### config.mk
export PLATFORM = sky130hd
export DESIGN_NAME = seven_seg_capture
export DESIGN_NICKNAME = d
export VERILOG_FILES = /design/src/rtl/seven_seg_pkg.sv /design/src/rtl/seven_to_hex.sv /design/src/rtl/seven_seg_capture.sv
export SDC_FILE = /design/constraint.sdc
export NUM_CORES = 1
export LEC_CHECK = 0
export ABC_AREA = 1
export ABC_CLOCK_PERIOD_IN_PS = 4100
export BUFFER_PORTS_ARGS = -buffer_cell sky130_fd_sc_hd__buf_2
export CORE_UTILIZATION = 40
export CTS_CLUSTER_DIAMETER = 120
export DETAILED_ROUTE_END_ITERATION = 6
export PLACE_DENSITY = 0.62
export SLEW_MARGIN = 30
export SYNTH_ARGS = -nofsm -noshare
export SYNTH_HDL_FRONTEND = slang
export SYNTH_HIERARCHICAL = 1
export SYNTH_SLANG_ARGS = --single-unit
### constraint.sdc
create_clock -name clk -period 4.1 [get_ports clk]
set_input_delay 0.205 -clock clk [delete_from_list [all_inputs] [get_ports clk]]
set_output_delay 0.205 -clock clk [all_outputs]
set_load 0.01 [all_outputs]
### src/rtl/seven_seg_pkg.sv
// Shared constants for the seven-segment loop-back monitor.
// Glyphs are active-high, bit order g..a.
package seven_seg_pkg;
    localparam logic [6:0] SEG_0     = 7'h3F;
    localparam logic [6:0] SEG_1     = 7'h06;
    localparam logic [6:0] SEG_2     = 7'h5B;
    localparam logic [6:0] SEG_3     = 7'h4F;
    localparam logic [6:0] SEG_4     = 7'h66;
    localparam logic [6:0] SEG_5     = 7'h6D;
    localparam logic [6:0] SEG_6     = 7'h7D;
    localparam logic [6:0] SEG_7     = 7'h07;
    localparam logic [6:0] SEG_8     = 7'h7F;
    localparam logic [6:0] SEG_9     = 7'h6F;
    localparam logic [6:0] SEG_A     = 7'h77;
    localparam logic [6:0] SEG_B     = 7'h7C;
    localparam logic [6:0] SEG_C     = 7'h39;
    localparam logic [6:0] SEG_D     = 7'h5E;
    localparam logic [6:0] SEG_E     = 7'h79;
    localparam logic [6:0] SEG_F     = 7'h71;
    localparam logic [6:0] SEG_BLANK = 7'h00;
    localparam int         DP_BIT    = 7;
endpackage

### src/rtl/seven_to_hex.sv
// Inverse of the display path's hex-to-segment encoder.
// Unknown patterns (including all-dark) report hex 0 with match low.
module seven_to_hex
    import seven_seg_pkg::*;
(
    input  logic [6:0] seg,
    output logic [3:0] hex,
    output logic       match
);
    always_comb begin
        hex   = 4'h0;
        match = 1'b1;
        case (seg)
            SEG_0:   hex = 4'h0;
            SEG_1:   hex = 4'h1;
            SEG_2:   hex = 4'h2;
            SEG_3:   hex = 4'h3;
            SEG_4:   hex = 4'h4;
            SEG_5:   hex = 4'h5;
            SEG_6:   hex = 4'h6;
            SEG_7:   hex = 4'h7;
            SEG_8:   hex = 4'h8;
            SEG_9:   hex = 4'h9;
            SEG_A:   hex = 4'hA;
            SEG_B:   hex = 4'hB;
            SEG_C:   hex = 4'hC;
            SEG_D:   hex = 4'hD;
            SEG_E:   hex = 4'hE;
            SEG_F:   hex = 4'hF;
            default: match = 1'b0;
        endcase
    end
endmodule

### src/rtl/seven_seg_capture.sv
// Loop-back monitor: recovers digits from a multiplexed active-low 7-seg bus.
// Define SEVEN_SEG_CAPTURE_DP_EN to decode the decimal point; otherwise dp is 0.
module seven_seg_capture
    import seven_seg_pkg::*;
#(
    parameter int NUM_DIGITS    = 4,
    parameter int STABLE_CYCLES = 4
) (
    input  logic                    clk,
    input  logic                    rst_n,
    input  logic [7:0]              seven,
    input  logic [NUM_DIGITS-1:0]   an,
    output logic [4*NUM_DIGITS-1:0] digits,
    output logic [NUM_DIGITS-1:0]   dp,
    output logic [NUM_DIGITS-1:0]   inv,
    output logic                    frame_err,
    output logic                    frame_valid,
    input  logic                    frame_ready
);
    localparam int SW = NUM_DIGITS + 8;

    logic [7:0]              seven_eff;
    logic                    dp_val;
    logic [SW-1:0]           cur, s_q;
    logic [7:0]              cnt;
    logic                    stable, capture, slot_wr, transfer;
    logic [3:0]              low_cnt;
    logic [3:0]              hex_val;
    logic                    match;
    logic [NUM_DIGITS-1:0]   mask, mask_next;
    logic                    sh_err, err_next;
    logic [4*NUM_DIGITS-1:0] sh_digits;
    logic [NUM_DIGITS-1:0]   sh_dp, sh_inv;

`ifdef SEVEN_SEG_CAPTURE_DP_EN
    assign seven_eff = seven;
    assign dp_val    = ~seven_eff[DP_BIT];
`else
    // DP line is forced inactive so it never disturbs stability
    logic unused_dp_line;
    assign unused_dp_line = seven[DP_BIT];
    assign seven_eff      = {1'b1, seven[6:0]};
    assign dp_val         = 1'b0;
`endif

    assign cur     = {an, seven_eff};
    assign stable  = (cur == s_q);
    assign capture = stable && (cnt == 8'(STABLE_CYCLES - 1));

    always_comb begin
        low_cnt = 4'd0;
        for (int i = 0; i < NUM_DIGITS; i++)
            if (!an[i]) low_cnt = low_cnt + 4'd1;
    end

    assign slot_wr  = capture && (low_cnt == 4'd1);
    assign transfer = (&mask) && (!frame_valid || frame_ready);

    seven_to_hex u_dec (
        .seg   (~seven_eff[6:0]),
        .hex   (hex_val),
        .match (match)
    );

    // A capture on the transfer edge belongs to the next frame
    always_comb begin
        mask_next = transfer ? '0 : mask;
        err_next  = transfer ? 1'b0 : sh_err;
        if (slot_wr)
            mask_next = mask_next | ~an;
        if (capture && (low_cnt > 4'd1))
            err_next = 1'b1;
    end

    always_ff @(posedge clk or negedge rst_n) begin
        if (!rst_n) begin
            s_q         <= '1;
            cnt         <= '0;
            mask        <= '0;
            sh_err      <= 1'b0;
            sh_digits   <= '0;
            sh_dp       <= '0;
            sh_inv      <= '0;
            digits      <= '0;
            dp          <= '0;
            inv         <= '0;
            frame_err   <= 1'b0;
            frame_valid <= 1'b0;
        end else begin
            s_q <= cur;
            if (!stable)
                cnt <= '0;
            else if (cnt < 8'(STABLE_CYCLES))
                cnt <= cnt + 8'd1;
            mask   <= mask_next;
            sh_err <= err_next;
            for (int k = 0; k < NUM_DIGITS; k++) begin
                if (slot_wr && !an[k]) begin
                    sh_digits[4*k +: 4] <= hex_val;
                    sh_inv[k]           <= ~match;
                    sh_dp[k]            <= dp_val;
                end
            end
            if (transfer) begin
                digits      <= sh_digits;
                dp          <= sh_dp;
                inv         <= sh_inv;
                frame_err   <= sh_err;
                frame_valid <= 1'b1;
            end else if (frame_valid && frame_ready) begin
                frame_valid <= 1'b0;
            end
        end
    end
endmodule

Word level (Yosys, flattened, before mapping):

Cells that the tools add are included.

* magnitude comparators: 2
* bitwise gates (word level): 4
* reductions and logical operators: 19
* add/sub/neg operators: 4
* muxes and demuxes: 14
* equal/unequal tests: 20

Operators by type and width (number)
* $eq 7x7->1 const B: 12
* $pmux 4 s15: 1
* $mux 4: 5
* $mux 8: 2
* $reduce_or 16->1: 1
* $eq 7x3->1 const B: 2
* $eq 7x6->1 const B: 2
* $add 4x1->4 const B: 3
* $eq 11x11->1: 1
* $logic_and 1x1->1: 9
* $add 8x1->8 const B: 1
* $eq 8x2->1 const B: 1
* $lt 8x3->1 const B: 1
* $not 7->7: 1
* $mux 1: 6
* $logic_not 1->1: 5
* $eq 4x1->1 const B: 1
* $gt 4x1->1 const B: 1
* $not 4->4: 1
* $or 4x4->4: 1
* $reduce_and 4->1: 1
* $reduce_bool 2->1: 2
* $ne 2x1->1 const B: 1
* $logic_or 1x1->1: 1
* $not 1->1: 1

* bits in registers: 66
* word-level logic and storage cells: 79
* output and inout port bits: 26

Longest topological paths before layout:

Gate-level depths: netlist (run 1).

* depth in word-level cells: 10
* gate-level depth with buffers: 14
* gate-level depth less buffers: 13

Hierarchy:

Netlist (run 1), hierarchy kept.

By module, submodules not included
* seven_seg_capture: sequential area each 1665.3 um^2, instances 1, cells an instance 339, area each 2904.0 um^2
* seven_to_hex: sequential area each 0.0 um^2, instances 1, cells an instance 66, area each 315.3 um^2

Worst setup path after synthesis (run 1):

No wires, ideal clock.

* path type: input-to-reg
* from: input an[0]
* to: register sh_digits[0]
* arrival time: 1951 ps
* path slack: 2083 ps
* setup time: 65 ps
* stages: 13
* buffers on the path: 1
* cell sequence: inv_1 > ha_1 > xnor2_1 > ha_1 > or2_1 > nand2_1 > nand2_1 > nor2_4 > inv_2 > nor2_4 > buf_6 > nand3_1 > nand2_1

* cells in the longest elaborated chain, start to end: 10
* elaborated cells on any way between the ends: 13
* classes of those cells: add/sub (3); eq/ne (2); mux (4); reduce/logical (4)

RTL lines
* from (decl): RTL line seven_seg_capture.sv:12 `input logic [NUM_DIGITS-1:0] an,`
* $mux 1: RTL line seven_seg_capture.sv:53 `if (!an[i]) low_cnt = low_cnt + 4'd1;`
* $add 4x1->4: RTL line seven_seg_capture.sv:53
* $mux 4: RTL line seven_seg_capture.sv:53
* $add 4x1->4: RTL line seven_seg_capture.sv:53
* $mux 4: RTL line seven_seg_capture.sv:53
* $add 4x1->4: RTL line seven_seg_capture.sv:53
* $mux 4: RTL line seven_seg_capture.sv:53
* $eq 4x1->1: RTL line seven_seg_capture.sv:56 `assign slot_wr = capture && (low_cnt == 4'd1);`
* $logic_and 1x1->1: RTL line seven_seg_capture.sv:56
* $logic_and 1x1->1 *: RTL line seven_seg_capture.sv:98 `if (slot_wr && !an[k]) begin`
* to (signal, indexed assignment): RTL line seven_seg_capture.sv:99 `sh_digits[4*k +: 4] <= hex_val;`
* to (decl): RTL line seven_seg_capture.sv:32 `logic [4*NUM_DIGITS-1:0] sh_digits;`

Every way passes the cells marked *; elsewhere a longest branch is shown, timed or not.
A chain may end at the register's enable or synchronous reset.

Worst setup path in the final report (run 1):

* from: input an[0]
* to: register sh_inv[3]

* cells in the longest elaborated chain, start to end: 10
* elaborated cells on any way between the ends: 12
* classes of those cells: add/sub (3); eq/ne (2); mux (4); reduce/logical (3)

RTL lines
* $mux 1: RTL line seven_seg_capture.sv:53
* $add 4x1->4: RTL line seven_seg_capture.sv:53
* $mux 4: RTL line seven_seg_capture.sv:53
* $add 4x1->4: RTL line seven_seg_capture.sv:53
* $mux 4: RTL line seven_seg_capture.sv:53
* $add 4x1->4: RTL line seven_seg_capture.sv:53
* $mux 4: RTL line seven_seg_capture.sv:53
* $eq 4x1->1: RTL line seven_seg_capture.sv:56
* $logic_and 1x1->1 *: RTL line seven_seg_capture.sv:56
* $logic_and 1x1->1 *: RTL line seven_seg_capture.sv:98
* to (signal, indexed assignment): RTL line seven_seg_capture.sv:100 `sh_inv[k] <= ~match;`
* to (decl): RTL line seven_seg_capture.sv:33 `logic [NUM_DIGITS-1:0] sh_dp, sh_inv;`

Marked as above.

==> qor.yml, run 1 <==
worst_setup_path:
  critPathArrivalTime_ps: 3010
  worst_setup_path_start_kind: "input pin"
  r2r_cells: 6
  cp.required_ps: 4380
  worst_r2r_startpoint: "mask[2]"
  r2r_setup_slk_ps: 2110
  worst_r2r_end: "mask[0]"
  worst_setup_path_startpoint: "an[0]"
  crit_path_end_kind: "flip-flop"
  crit_fanout: 20
  crit_type: "in -> reg"
placed_design:
  gp_routability_congestion: 0.8144
  placed_cells: 536
  placement.io_buffers: 35
  placement.cell_area_mm2: 0.003470
  detailed_place_hpwl_mm: 4.363
cells_and_area:
  final_net_count: 474
  finish.utilization: 0.4874
  drive_gt1_frac: 0.1917
  antenna_cells: 0
  layout-area-overhead-vs-synth_pct: 17.61
  finalNonFillerCells: 561
  postLayoutCellArea_mm2: 0.003786
  final.fill_count: 805
  layout_commonest_cell: "nand2_1"
  mostFrequentLayoutCells: "nand2_1, dfrtp_1, buf_2"
route:
  ant_nets: 0
  drc: 0
  detail_route.vias_per_cell: 4.578
  dr.first_iter.drc_count: 109
  detail_route.wl_per_cell_um: 11.12
  dr.pass1.iters: 4
  postRouteWirelength_mm: 6.236
  num_vias: 2568
power:
  powerDensity_mw_per_mm2: 361.5
  leakagePower_uw: 0.002194
  worst_ir_drop_vdd_v: 0.0002500
floorplan:
  design.core.area_mm2: 0.007767
  fp.dieW_um: 91.71
  pin_count: 41
  floorplan.die.height_um: 91.71
  placement_rows: 32
  start_util: 0.4145
  die_area_mm2: 0.008411
logic_synthesis:
  synth_seq_cells: 66
  synth_enable_flop_cells: 0
  synth-async-reset-ratio: 1.000
  synth.yosys.seq_area_share: 0.5173
  yosysTopAreaCellShare: 0.4275
  post_synth_num_cell_types: 26
  post_synth_instance_area_mm2: 0.003219
  yosys_warnings: 6
  cell_type_contributing_the_most_total_cell_area_after_synthesis: "dfrtp_1"
  syn_area_per_cell_um2: 7.949
  ys_dominant_reg_cell: "dfrtp_1"
  netlist_instances: 405
  synth_top_cells_by_area: "dfrtp_1, nand2_1, dfstp_2"
clock_tree:
  cts_tree: "built"
  clock_tree.htree_level_count: 3
  tritoncts.num_buffers: 9
  clock-sinks: 66
  path_clk_slew_ps: 70
  clock-root-buffer: "clkbuf_8"
  longest_clk_path_bufs: 2
  clock_insertion_delay_worst_skew_ps: 340
hold_path:
  timing.hold.worst.class: "in -> reg"
  min_delay_worst_endpoint: "s_q[11]"
  hold_crit_start: "an[3]"
  worst_hold_path.num_cells: 1
grt:
  wire_length_of_the_first_global_routing_pass_mm: 10.77
  global_route.usage.total: 0.1643
  grt_max_degree: 36
  most_crowded_layer_gr: "met2"
  globalRoute.totalOverflow: 0
  groute.layer.met1.usage: 0.1958
  grt_util_met3: 0.05307
  via_count_of_the_first_global_routing_pass: 2421
  grt.met2_usage: 0.2820
  grt_antenna_before_repair: 0
sta:
  fin_worst_skew_ps: 6.481
  maxSlewViolCount: 0
  timing.final.crit_period_ps: 2736
  finalSetupViolations: 0
  timing.final.crit_share: 0.6674
  max_clock_freq_mhz: 365.5
  rsz_0062_raised_after_global_routing: "no"
  tightest_slew_ps: 764.8
  setup_tns_ps: 0
  slew_headroom: 0.4870
  timing.final.hold_violations: 0
flow_run:
  timing.max_cap.violations: 0
status:
  status: "finished, final reports clean"
worst max-delay path: stages:
cell           delay, ps
dlygate4sd3_1        530
buf_2                150
inv_1                180
ha_1                 320
xnor2_1              220
ha_1                 260
or2_1                220
nand2_1               70
nand2_1               80
nor2_4               130
inv_2                 60
nor2_4               340
nand3_1              140
nand2_1               90
routing by layer:
layer / up-vias / wire [µm]
met5: - / 0
met4: 0 / 74
met3: 6 / 282
met2: 56 / 2986
met1: 1175 / 2893
li1: 1331 / -
state kept, by name (all words and copies together) (netlist names):
signal / cells
mask: 4
inv: 4
frame_err: 1
sh_digits: 16
frame_valid: 1
sh_inv: 4
cnt: 8
digits: 16
s_q: 11
sh_err: 1
cells by family after synthesis:
group           share of synthesized area
compound gates                   0.007772
xor+xnor                          0.02449
fa+ha+maj                         0.01555
buf+inv                           0.07345
flops                              0.5173
other cells                      0.001165
simple gates                       0.3603
worst max path at each step:
stage	slack, ps	cells past startpoint	end
finish	1360	14	sh_inv[3]
global route	1190	14	sh_digits[12]
CTS	1380	14	sh_inv[3]
detailed placement	1550	13	sh_inv[1]
global placement	1620	13	sh_digits[6]
floorplan	2080	13	sh_digits[0]
report_power, final:
group,leakage (µW),switching (µW),internal (µW)
Sequential,0.000885,2.88,661
Combinational,0.00120,71.1,35.9
Clock,0.000112,244,354
Total,0.00219,317,1050
what timing repair did:
item,4_1_cts,5_1_grt
setup endpoints to repair,0,0
setup buffers,0,0
resized for setup,0,0
hold buffers,10,0
hold endpoints to repair,29,0
layout make-up:
type | count | area, µm² | area share
clock inverters | 5 | 78.83 | 0.02082
clock buffers | 10 | 137.6 | 0.03635
multi-input cells | 291 | 1329 | 0.3510
flip-flops and latches | 66 | 1665 | 0.4399
well taps | 102 | 127.6 | 0.03371
inverters | 40 | 157.7 | 0.04164
repair buffers | 47 | 290.3 | 0.07667
synth_stat cells (2+ instances only):
library cell,count
o21ai_0,2
ha_1,4
inv_1,32
xor2_1,3
dfrtp_1,55
nor2_1,26
buf_4,4
dfstp_2,11
a21oi_1,3
nand3b_1,2
inv_2,6
nand4_1,6
nor2_4,5
xnor2_1,6
clkbuf_1,4
nor2_2,4
nand3_1,28
nand2_2,4
buf_6,3
nand3_2,5
nand2_1,187
stage by stage:
step | power, µW | hold slack, ps | worst slack [ps]
final | 1369 | 15.94 | 1364
after global placement | 774.0 | 306.5 | 1624
after floorplan | 744.5 | -90.59 | 2083
after global routing | 1435 | 1.804 | 1190
after detailed placement | 777.2 | 315.3 | 1552
after CTS | 1393 | 0.4870 | 1384
No activity file was read; power rests on OpenSTA's default activity.
==> run 2, diff against run 1 <==
ABC_CLOCK_PERIOD_IN_PS = 2600   (was 4100)
clock period = 2.6 ns   (was 4.1 ns; I/O delays follow)
==> run 2 against run 1 <==
Clock power is 64% higher. Flip-flop and latch count is the same. Critical path depth fell by 2. Non-clock buffer count rose by 5. Register-to-register slack got worse by 1300 ps. Global-route usage rose by 0.17 points. Total power is 61% higher.
==> qor.yml, run 2 (synthesis results as in run 1) <==
placed_design:
  detailed_place_hpwl_mm: 4.530  # +3.8%
  gp_routability_congestion: 0.7656  # -6.0%
  placement.io_buffers: 35  # unchanged
  dp_worst_setup_slack_ps: 139.2  # -1413 ps
floorplan:
  design.core.area_mm2: 0.007767  # unchanged
  fp.dieW_um: 91.71  # unchanged
  placement_rows: 32  # unchanged
  die_area_mm2: 0.008411  # unchanged
  pin_count: 41  # unchanged
  floorplan.die.height_um: 91.71  # unchanged
  start_util: 0.4145  # unchanged
grt:
  global_route.usage.total: 0.1660  # +0.001694
  globalRoute.totalOverflow: 0  # unchanged
  grt_max_degree: 28  # -22%
  via_count_of_the_first_global_routing_pass: 2403  # -0.74%
  grt_antenna_before_repair: 0  # unchanged
  wire_length_of_the_first_global_routing_pass_mm: 10.83  # +0.58%
power:
  p_sw_frac: 0.2412  # +0.009214
  worst_ir_drop_vdd_v: 0.0002865  # +15%
  clkPwrFrac: 0.444  # +0.007
  power.sequential.fraction: 0.476  # -0.009
  net_switching_component_of_the_power_uw: 530.6  # +67%
  leakagePower_uw: 0.002213  # +0.86%
  power.share.combinational: 0.080  # +0.002
  p_int_uw: 1669  # +59%
  powerDensity_mw_per_mm2: 573.1  # +59%
cells_and_area:
  mostFrequentLayoutCells: "nand2_1, dfrtp_1, buf_2"
  layout_commonest_cell: "nand2_1"
  antenna_cells: 0  # unchanged
  layout-area-overhead-vs-synth_pct: 19.24
  top_regs: "digits: 16 flops, sh_digits: 16 flops, s_q: 11 flops"
  drive_gt1_frac: 0.1978  # +0.006128
  final_net_count: 479  # +1.1%
sta:
  max_clock_freq_mhz: 441.0
  maxSlewViolCount: 0  # unchanged
  fin_worst_skew_ps: 7.500  # +1.019 ps
  timing.final.hold_violations: 0  # unchanged
  setup_tns_ps: 0  # unchanged
  timing.final.ws_setup_ps: 332.3  # -1032 ps
  timing.final.crit_period_ps: 2268
  timing.final.crit_share: 0.8722
  rsz_0062_raised_after_global_routing: "no"
  tightest_slew_ps: 574.3  # -190.5 ps
  finalSetupViolations: 0  # unchanged
  slew_headroom: 0.6171  # +0.1302
clock_tree:
  clock-sinks: 66  # unchanged
  post_cts.resized_instances: 0  # unchanged
  longest_clk_path_bufs: 2  # unchanged
  cts_tree: "built"
  clock_insertion_delay_worst_skew_ps: 350  # about the same
  clock_tree.htree_level_count: 3  # unchanged
  clock-root-buffer: "clkbuf_8"
  path_clk_slew_ps: 80  # about the same
  tritoncts.num_buffers: 9  # unchanged
route:
  postRouteWirelength_mm: 6.269  # +0.53%
  dr.first_iter.drc_count: 81  # -26%
  ant_nets: 0  # unchanged
  dr.pass1.iters: 4  # unchanged
  detail_route.vias_per_cell: 4.430  # -3.2%
  num_vias: 2512  # -2.2%
  detail_route.wl_per_cell_um: 11.06  # -0.53%
  drc: 0  # unchanged
worst_setup_path:
  crit_fanout: 20  # unchanged
  r2r_cells: 9  # +3
  crit_path_end_kind: "flip-flop"
  worst_r2r_startpoint: "cnt[5]"
  r2r_setup_slk_ps: 790  # -1320 ps
  worst_setup_path_start_kind: "input pin"
  cp.required_ps: 2890  # -1490 ps
  worst_r2r_end: "sh_digits[1]"
  crit_type: "in -> reg"
  critPathArrivalTime_ps: 2550  # -460 ps
hold_path:
  timing.hold.worst.class: "in -> reg"
  min_delay_worst_endpoint: "frame_valid"
  hold_crit_start: "frame_ready"
  worst_hold_path.num_cells: 4  # +3
flow_run:
  timing.max_cap.violations: 0  # unchanged
status:
  status: "finished, final reports clean"
[run 2: power by group through the flow]
stage | Sequential, µW | Clock [µW] | Combinational, µW
floorplan | 1070 | 0 | 109
global placement | 1070 | 0 | 160
finish | 1050 | 978 | 176
CTS | 1050 | 1010 | 178
global route | 1050 | 1050 | 201
detailed placement | 1070 | 0 | 164
[run 2: per-stage QoR]
stage / cells / power [µW] / hold WS, ps / util / cell area [µm²]
final: 567 / 2200 / 19.49 / 0.4942 / 3839
after global routing: 567 / 2299 / 40.91 / 0.4942 / 3839
after CTS: 567 / 2233 / 6.562 / 0.4942 / 3839
after detailed placement: 539 / 1229 / 157.6 / 0.4496 / 3492
after global placement: 539 / 1225 / 147.5 / 0.4496 / 3492
after floorplan: 408 / 1174 / -165.6 / - / 3231
[run 2: how the worst max path moves through the flow]
stage          startpoint  slack, ps           end
2_1_floorplan       an[0]        660  sh_digits[0]
3_3_place_gp        an[1]        220  sh_digits[1]
3_5_place_dp        an[1]        140  sh_digits[1]
4_1_cts             an[2]        360  sh_digits[1]
5_1_grt             an[2]        170  sh_digits[1]
6_report            an[2]        330  sh_digits[1]
[run 2: final cells by class]
class,instances,area (µm²)
Clock inverter,6,88.84
Sequential cell,66,1665
Fill cell,772,3929
Clock buffer,10,137.6
Timing Repair Buffer,52,332.8
Inverter,40,157.7
Tap cell,102,127.6
Multi-Input combinational cell,291,1329
[run 2: critical path, cell delays in order]
cell and delay (ps):
dlygate4sd3_1 530, buf_2 190, xnor2_1 240, ha_1 260, or2_1 230, nand2_1 70
nand2_1 80, nor2_4 150, inv_2 60, nor2_4 350, nand3_1 160, nand2_1 100
[run 2: layer usage]
layer  routed length (µm)  share of wire  up-vias  track usage
met5                    0              0        -            0
met2                 2777           0.44       36       0.2669
met1                 3191           0.51     1128       0.2144
met4                  115          0.018        0      0.07813
li1                     -              -     1337            -
met3                  185          0.030       11      0.03483
[run 2: timing repair]
action | 4_1_cts | 5_1_grt
endpoints found under the setup margin | 0 | 0
hold buffers | 12 | 0
setup buffers | 0 | 0
hold endpoints to repair | 35 | 0
==> run 3, diff against run 2 <==
ABC_AREA = default   (was 1)
==> run 3 against run 2 <==
Worst hold slack improved by 87 ps. Via count fell by 13%. Synthesized area up 0.43%. Global-route usage down 1.1 points. Critical path depth shrank 7. Register-to-register slack got worse by 610 ps. Wire length is 6.5% lower. First-iteration DRC count shrank 25%. Clock power decreased by 11%.
==> qor.yml, run 3 <==
logic_synthesis:
  synth_top_cells_by_area: "dfrtp_1, dfstp_2, nand2_1"
  synthTopCellsByCount: "nand2_1, dfrtp_1, inv_1, mux2_4, xnor2_1"
  synth-async-reset-ratio: 1.000  # unchanged
  synth.yosys.seq_area_share: 0.5151  # -0.002202
  ys_dominant_reg_cell: "dfrtp_1"
  netlist_instances: 300  # -26%
  post_synth_instance_area_mm2: 0.003233  # +0.43%
  cell_type_contributing_the_most_total_cell_area_after_synthesis: "dfrtp_1"
  yosys_warnings: 6  # unchanged
  synth_enable_flop_cells: 0  # unchanged
  post_synth_num_cell_types: 55  # +110%
  synthMostInstantiatedCell: "nand2_1"
  yosysTopAreaCellShare: 0.4257  # -0.001820
  syn_area_per_cell_um2: 10.78  # +36%
  synth_seq_cells: 66  # unchanged
grt:
  via_count_of_the_first_global_routing_pass: 2149  # -11%
  wire_length_of_the_first_global_routing_pass_mm: 10.17  # -6.1%
  grt_antenna_before_repair: 0  # unchanged
  globalRoute.totalOverflow: 0  # unchanged
  global_route.usage.total: 0.1546  # -0.01138
  grt_max_degree: 39  # +39%
route:
  postRouteWirelength_mm: 5.864  # -6.5%
  num_vias: 2192  # -13%
  detail_route.vias_per_cell: 4.796  # +8.3%
  ant_nets: 0  # unchanged
  dr.first_iter.drc_count: 61  # -25%
  dr.pass1.iters: 4  # unchanged
  detail_route.wl_per_cell_um: 12.83  # +16%
  drc: 0  # unchanged
clock_tree:
  clock_insertion_delay_worst_skew_ps: 340  # about the same
  post_cts.resized_instances: 0  # unchanged
  longest_clk_path_bufs: 2  # unchanged
  clock_tree.htree_level_count: 3  # unchanged
  path_clk_slew_ps: 80  # about the same
  clock-sinks: 66  # unchanged
  clock-root-buffer: "clkbuf_8"
  cts_tree: "built"
  tritoncts.num_buffers: 9  # unchanged
worst_setup_path:
  crit_path_end_kind: "flip-flop"
  crit_type: "reg -> reg"
  crit_fanout: 6  # -70%
  critPathArrivalTime_ps: 2650  # +100 ps
  cp.required_ps: 2830  # -60 ps
  r2r_setup_slk_ps: 180  # -610 ps
  worst_r2r_startpoint: "cnt[6]"
  worst_setup_path_start_kind: "flip-flop"
  r2r_cells: 5  # -4
  worst_r2r_end: "sh_digits[1]"
sta:
  rsz_0062_raised_after_global_routing: "no"
  fin_worst_skew_ps: 7.964  # +0.4632 ps
  timing.final.crit_share: 0.9320  # +0.05979
  timing.final.crit_period_ps: 2423  # +155.4 ps
  setup_tns_ps: 0  # unchanged
  max_clock_freq_mhz: 412.7  # -6.4%
  slew_headroom: 0.5133  # -0.1038
  finalSetupViolations: 0  # unchanged
  maxSlewViolCount: 0  # unchanged
  timing.final.hold_violations: 0  # unchanged
  tightest_slew_ps: 722.4  # +148.1 ps
  hold_slack_ps: 106.6  # +87.07 ps
floorplan:
  design.core.area_mm2: 0.007767  # unchanged
  start_util: 0.4162  # +0.001772
  die_area_mm2: 0.008447  # +0.43%
  pin_count: 41  # unchanged
  placement_rows: 32  # unchanged
  floorplan.die.height_um: 91.91  # +0.21%
  fp.dieW_um: 91.91  # +0.21%
power:
  leakagePower_uw: 0.001971  # -11%
  worst_ir_drop_vdd_v: 0.0002554  # -11%
  powerDensity_mw_per_mm2: 552.2  # -3.6%
cells_and_area:
  layout_commonest_cell: "nand2_1"
  antenna_cells: 0  # unchanged
  mostFrequentLayoutCells: "nand2_1, dfrtp_1, buf_2"
  final.fill_count: 748  # -3.1%
  layout-area-overhead-vs-synth_pct: 16.95
  finalNonFillerCells: 457  # -19%
  drive_gt1_frac: 0.2986  # +0.1007
  top_regs: "digits: 16 flops, sh_digits: 16 flops, s_q: 11 flops"
  final_net_count: 369  # -23%
placed_design:
  detailed_place_hpwl_mm: 4.063  # -10%
  placement.io_buffers: 35  # unchanged
  gp_routability_congestion: 0.8086  # +5.6%
  placed_cells: 431  # -20%
status:
  status: "finished, final reports clean"
hold_path:
  timing.hold.worst.class: "in -> reg"
  hold_crit_start: "frame_ready"
  min_delay_worst_endpoint: "frame_valid"
  worst_hold_path.num_cells: 3  # -1
flow_run:
  timing.max_cap.violations: 0  # unchanged
run 3: cell types whose count changed in the layout (fill, tap and decap cells not counted), sizes merged, moves of 4 or more:
cell    previous run  this run
xnor2              6        15
nand3             33         5
mux2i              0         4
inv               40        17
or3                0         4
nand2            191        75
nor2              35         5
buf               40        48
nand2b             0         5
nor3               1         6
mux2               0        17
o21ai              2        10
and2               0         6
run 3: power breakdown:
part	total (µW)	switching (µW)	internal (µW)
clock	866	418	449
combinational	176	98.0	78.5
sequential	1050	3.84	1040
run 3: logic make-up after synthesis:
logic type	synth area share
compound gates	0.06192
xor+xnor	0.04064
fa+ha+maj	0.01548
buf+inv	0.07430
flops	0.5151
mux	0.09017
other cells	0.001160
simple gates	0.2012
run 3: worst max-delay path, cell delays in order (launching register included):
cell	delay (ps)
dfrtp_1	400
nor4_4	350
nand3_2	120
or4_4	580
or3_1	500
mux2_4	350
run 3: metal layers:
layer,vias to the layer above,wire length (µm),global-route usage
li1,1090,-,-
met1,1043,2878,0.2108
met2,50,2628,0.2351
met3,9,254,0.04478
met4,0,103,0.05339
met5,-,0,0
run 3: area by class of cell:
cell class                      instances  area (µm²)  share of cell area
Clock inverter                          7       77.57             0.02052
Inverter                               16       60.06             0.01588
Timing Repair Buffer                   58       385.4              0.1019
Tap cell                              102       127.6             0.03375
Multi-Input combinational cell        199        1341              0.3547
Sequential cell                        66        1665              0.4404
Clock buffer                            9       123.9             0.03276
run 3: how the worst max path moves through the flow:
stage | startpoint | endpoint | slack (ps) | cells past startpoint
global placement | an[0] | sh_digits[7] | -30 | 9
floorplan | an[0] | sh_digits[0] | 190 | 9
detailed placement | an[0] | sh_digits[3] | -90 | 9
global route | an[0] | sh_digits[6] | 60 | 9
CTS | cnt[6] | sh_digits[3] | 150 | 5
finish | cnt[6] | sh_digits[1] | 180 | 5
run 3: stage by stage:
| stage | util | area (µm²) | total power (µW) | worst slack, ps |
|---|---|---|---|---|
| 6_report | 0.4868 | 3781 | 2088 | 176.9 |
| 5_1_grt | 0.4868 | 3781 | 2182 | 56.10 |
| 4_1_cts | 0.4868 | 3781 | 2114 | 151.7 |
| 3_5_place_dp | 0.4480 | 3480 | 1232 | -91.59 |
| 3_3_place_gp | 0.4476 | 3477 | 1229 | -32.08 |
| 2_1_floorplan | - | 3244 | 1174 | 192.2 |
run 3: timing repair:
item                                   in CTS  in global routing
hold buffers                               10                  0
endpoints found under the hold margin      26                  0
setup buffers                               0                  0
